--- config.mk ---
export PLATFORM = sky130hd
export DESIGN_NAME = if_id_stage
export DESIGN_NICKNAME = d
export VERILOG_FILES = /design/src/rtl/if_id_stage.sv
export SDC_FILE = /design/constraint.sdc
export NUM_CORES = 1
export LEC_CHECK = 0
export ABC_CLOCK_PERIOD_IN_PS = 5500
export CAP_MARGIN = 10
export CORE_AREA = 2 2 146 148
export DETAILED_ROUTE_END_ITERATION = 12
export DIE_AREA = 0 0 148 150
export GPL_TIMING_DRIVEN = 0
export PLACE_DENSITY = 0.66
export SLEW_MARGIN = 25
export SYNTH_ARGS = -nofsm -noshare
export SYNTH_HDL_FRONTEND = slang
export SYNTH_SLANG_ARGS = --single-unit
--- constraint.sdc ---
create_clock -name clk -period 5.5 [get_ports clk]
set_input_delay 1.375 -clock clk [delete_from_list [all_inputs] [get_ports clk]]
set_output_delay 1.375 -clock clk [all_outputs]
set_load 0.01 [all_outputs]
--- src/rtl/if_id_stage.sv ---
// Instruction-fetch stage: PC register, IROM addressing and the IF/ID pipeline register.
// Per-edge action priority is REDIR > STALL_D > STALL_J > RUN; stall/redirect counters saturate.
module if_id_stage #(
  parameter logic [31:0] RESET_PC = 32'h0000_0000,
  parameter logic [31:0] NOP_INST = 32'h0000_0013,
  parameter int unsigned CNT_W    = 16
) (
  input  logic             clk,
  input  logic             rst,
  input  logic             stall_jump,
  input  logic             stall_data,
  input  logic             redirect_valid,
  input  logic [31:0]      redirect_pc,
  input  logic [31:0]      irom_inst,
  output logic [31:0]      irom_addr,
  output logic [31:0]      id_pc,
  output logic [31:0]      id_pc4,
  output logic [31:0]      id_inst,
  output logic             id_valid,
  output logic [1:0]       fetch_state,
  output logic [CNT_W-1:0] stall_cnt,
  output logic [CNT_W-1:0] redir_cnt
);

  localparam logic [1:0] ST_RUN     = 2'd0;
  localparam logic [1:0] ST_STALL_J = 2'd1;
  localparam logic [1:0] ST_STALL_D = 2'd2;
  localparam logic [1:0] ST_REDIR   = 2'd3;

  logic [31:0]      pc_q, pc_d;
  logic [31:0]      id_pc_q, id_pc_d;
  logic [31:0]      id_pc4_q, id_pc4_d;
  logic [31:0]      id_inst_q, id_inst_d;
  logic             id_valid_q, id_valid_d;
  logic [1:0]       state_q, state_d;
  logic [CNT_W-1:0] stall_cnt_q, stall_cnt_d;
  logic [CNT_W-1:0] redir_cnt_q, redir_cnt_d;

  // Next-state: choose this edge's action, then apply its PC / IF-ID / counter effects.
  always_comb begin
    state_d     = ST_RUN;
    pc_d        = pc_q;
    id_pc_d     = id_pc_q;
    id_pc4_d    = id_pc4_q;
    id_inst_d   = id_inst_q;
    id_valid_d  = id_valid_q;
    stall_cnt_d = stall_cnt_q;
    redir_cnt_d = redir_cnt_q;

    if (redirect_valid) begin
      state_d    = ST_REDIR;
      pc_d       = {redirect_pc[31:2], 2'b00};
      id_inst_d  = NOP_INST;
      id_valid_d = 1'b0;
      if (redir_cnt_q != {CNT_W{1'b1}}) redir_cnt_d = redir_cnt_q + CNT_W'(1);
    end else if (stall_data) begin
      state_d = ST_STALL_D;
      if (stall_cnt_q != {CNT_W{1'b1}}) stall_cnt_d = stall_cnt_q + CNT_W'(1);
    end else if (stall_jump) begin
      state_d    = ST_STALL_J;
      id_inst_d  = NOP_INST;
      id_valid_d = 1'b0;
      if (stall_cnt_q != {CNT_W{1'b1}}) stall_cnt_d = stall_cnt_q + CNT_W'(1);
    end else begin
      state_d    = ST_RUN;
      pc_d       = pc_q + 32'd4;
      id_pc_d    = pc_q;
      id_pc4_d   = pc_q + 32'd4;
      id_inst_d  = irom_inst;
      id_valid_d = 1'b1;
    end
  end

  always_ff @(posedge clk or posedge rst) begin
    if (rst) begin
      pc_q        <= RESET_PC;
      id_pc_q     <= 32'd0;
      id_pc4_q    <= 32'd0;
      id_inst_q   <= NOP_INST;
      id_valid_q  <= 1'b0;
      state_q     <= ST_RUN;
      stall_cnt_q <= '0;
      redir_cnt_q <= '0;
    end else begin
      pc_q        <= pc_d;
      id_pc_q     <= id_pc_d;
      id_pc4_q    <= id_pc4_d;
      id_inst_q   <= id_inst_d;
      id_valid_q  <= id_valid_d;
      state_q     <= state_d;
      stall_cnt_q <= stall_cnt_d;
      redir_cnt_q <= redir_cnt_d;
    end
  end

  assign irom_addr   = pc_q;
  assign id_pc       = id_pc_q;
  assign id_pc4      = id_pc4_q;
  assign id_inst     = id_inst_q;
  assign id_valid    = id_valid_q;
  assign fetch_state = state_q;
  assign stall_cnt   = stall_cnt_q;
  assign redir_cnt   = redir_cnt_q;

endmodule

==> impl_metrics.toml <==
[run_status]
status = "complete, no violations"

[sta]
final.setup.tns_ns = 0
finalCriticalPeriod_ns = 3.33
rsz0062_at_grt = "false"
worstMarginPinSlew_ns = 0.765
fin_skew_ns = 0.00732
setup_viol = 0
hold_viol_final = 0
fmaxAchievable_ghz = 0.300
slew_viol_final = 0
fin_crit_sh_pct = 60.6
maxSlewHeadroom_pct = 48.6

[clock_network]
cts-htree-levels = 4
numClockSinks = 157
clk_pin_slew_worst_paths_ns = 0.06
postCtsResizedCells = 0
cts_tree = "done"
numCtsBuffers = 17
clk_latency_ns = 0.42
root_buffer = "clkbuf_16"
post_cts_buffers = 0
holdBufCountCts = 0
cts_buffer_depth = 2

[cells_and_area]
final_common_cell = "clkdlybuf4s50_1"
final_cell_mix = "223 x clkdlybuf4s50_1, 183 x nand2_1, 154 x dfrtp_1"
fillers = 1955
drive_above_1_share_pct = 7.89
synthToLayoutAreaGrowth_pct = 46.3
fin_nets = 1048
fin_area_um2 = 10500
fin_util_pct = 50.5

[synthesis]
yosys_warnings = 0
netlist_area_um2 = 7150
synth_edf_count = 0
async_flop_share_pct = 100
synth_top_area_share_pct = 53.9
ys_top_cells_by_area = "dfrtp_1 54%, nand2_1 9.6%, xor2_1 6.0%, xnor2_1 4.0%, a22o_1 3.6%"
yosys_register_bits = 157
ys_types = 46
synthFlopType = "dfrtp_1"
netlist_instances = 724
ys_seq_area_share_pct = 55.0
syn_area_per_cell_um2 = 9.87
yosys.area.top_type = "dfrtp_1"

[setup_path]
path_common_cell = "clkbuf_1"
cp-start-kind = "input pin"
critPathMaxFanout = 10
worstPathRequired_ns = 5.81
worst_path_largest_cell_delay_ns = 0.46
cp-end-kind = "register"
worstPathArrival_ns = 3.64
worstSetupPathType = "input pin to register"
r2r_slack_ns = 3.24
crit_chain = "clkdlybuf4s50_1 -> or2_1 -> clkbuf_1 -> nor2_1 -> clkbuf_1 -> nand2_1 -> o21a_1"
slowest_stage = "clkdlybuf4s50_1"

[placed_design]
gp_congestion = 0.806
dpl.hpwl_mm = 15.9
io_buffers = 223
placed_area_um2 = 9840

[power]
swShare_pct = 28.1
power.total_w = 0.00348
p_clk_share_pct = 34.8
p_seq_share_pct = 42.3
combPwrFrac_pct = 22.8
vdd_drop_max_uv = 212
internal_power_w = 0.00250
cellPowerDensity_nw_per_um2 = 332
p_leak_nw = 4.47
p_sw_w = 0.000977

[floorplanning]
num_io_pins = 232
fp.dieH_um = 150
fp.dieW_um = 148
core_region_area_um2 = 20700
rows = 53
initial_core_util_pct = 34.5
dieArea_um2 = 22200

[detailed_routing]
via_per_inst = 4.82
drc = 0
dr_total_vias = 6109
dr.pass1.iters = 5
avgRoutedWirePerCell_um = 16.9
ant_nets = 0
first_iter_violations = 243
wl_mm = 21.4

[global_route]
grt_overflow = 0
grt_max_degree = 33
grt_antenna_before_repair = 2
grt_pass1_wl_mm = 33.3
grt_pass1_vias = 5997
track_usage_pct = 19.3

[worst_hold_path]
hp-class = "register to register"

[run]
maxCapViolations = 0
through the flow:
step / hold WS, ns / cells / setup WS, ns
2_1_floorplan: 0.514 / 729 / 2.14
3_3_place_gp: 0.461 / 1227 / 0.676
3_5_place_dp: 0.461 / 1232 / 1.59
4_1_cts: 0.477 / 1264 / 2.03
5_1_grt: 0.501 / 1265 / 1.91
6_report: 0.473 / 1267 / 2.17
power by group through the flow:
stage	combinational, W	sequential (W)	clock [W]
2_1_floorplan	0.000263	0.00154	0
3_3_place_gp	0.000785	0.00149	0
3_5_place_dp	0.000803	0.00149	0
4_1_cts	0.000807	0.00147	0.00124
5_1_grt	0.000863	0.00150	0.00129
6_report	0.000793	0.00147	0.00121
worst max-delay path, delay by kind of cell:
kind            cells  cell delay, ns
compound gates      1            0.13
simple gates        3            0.88
buf+inv             3            1.26
path summary, 6_finish.rpt:
| kind | startpoint | end | cells past startpoint |
|---|---|---|---|
| max | stall_data | id_pc4[2]$_DFFE_PP0P_ | 7 |
| min reg2reg | id_pc[31]$_DFFE_PP0P_ | id_pc[31]$_DFFE_PP0P_ | 2 |
| max in group asynchronous | rst | stall_cnt[9]$_DFFE_PP0P_ | 4 |
| min | id_pc[31]$_DFFE_PP0P_ | id_pc[31]$_DFFE_PP0P_ | 2 |
| min in group asynchronous | rst | id_pc[4]$_DFFE_PP0P_ | 2 |
| max reg2reg | irom_addr[4]$_DFFE_PP0N_ | id_pc4[31]$_DFFE_PP0P_ | 7 |
cells in the mapped netlist (4+ instances only):
cell type and n:
o21ai_0 37, nor2_1 28, buf_4 9, nand2_1 183, nor3_2 4, xor2_1 49, buf_2 14, nand3_1 32
clkbuf_1 27, a22o_1 29, nand4_1 21, nor4_1 4, xnor2_1 33, o21ai_1 22, and2_1 4, and3_1 8
and4_1 4, dfrtp_1 154, inv_1 7, nor3_1 13
kinds of logic after synthesis:
kind of cell	count (synthesis)	synth area share (%)
simple gates	315	20.5
xor+xnor	82	10.1
fa+ha+maj	3	0.525
mux	4	0.595
buf+inv	59	3.83
other cells	1	0.0525
flops	157	55.0
compound gates	103	9.37
routing by layer:
layer / up-vias / share of wire (%) / GRT usage [%]
li1: 2939 / - / -
met3: 15 / 7.8 / 6.77
met5: - / 0 / 0
met1: 2954 / 45 / 25.5
met4: 0 / 1.1 / 4.62
met2: 201 / 46 / 30.6
state kept, by name, summed over array words and instances (netlist names):
name         cells
redir_cnt       16
fetch_state      2
id_valid         1
id_inst         32
id_pc4          30
stall_cnt       16
id_pc           30
irom_addr       30
cell type report:
| class | count | area, um2 | area share, % |
|---|---|---|---|
| Sequential cell | 157 | 3930 | 37.6 |
| Multi-Input combinational cell | 513 | 2960 | 28.3 |
| Timing Repair Buffer | 228 | 2330 | 22.3 |
| Clock buffer | 22 | 464 | 4.44 |
| Tap cell | 275 | 344 | 3.29 |
| Buffer | 52 | 248 | 2.37 |
| Clock inverter | 10 | 139 | 1.33 |
| Inverter | 7 | 30.0 | 0.287 |
| Antenna cell | 3 | 7.51 | 0.0718 |
No activity file was read; power rests on OpenSTA's default activity.
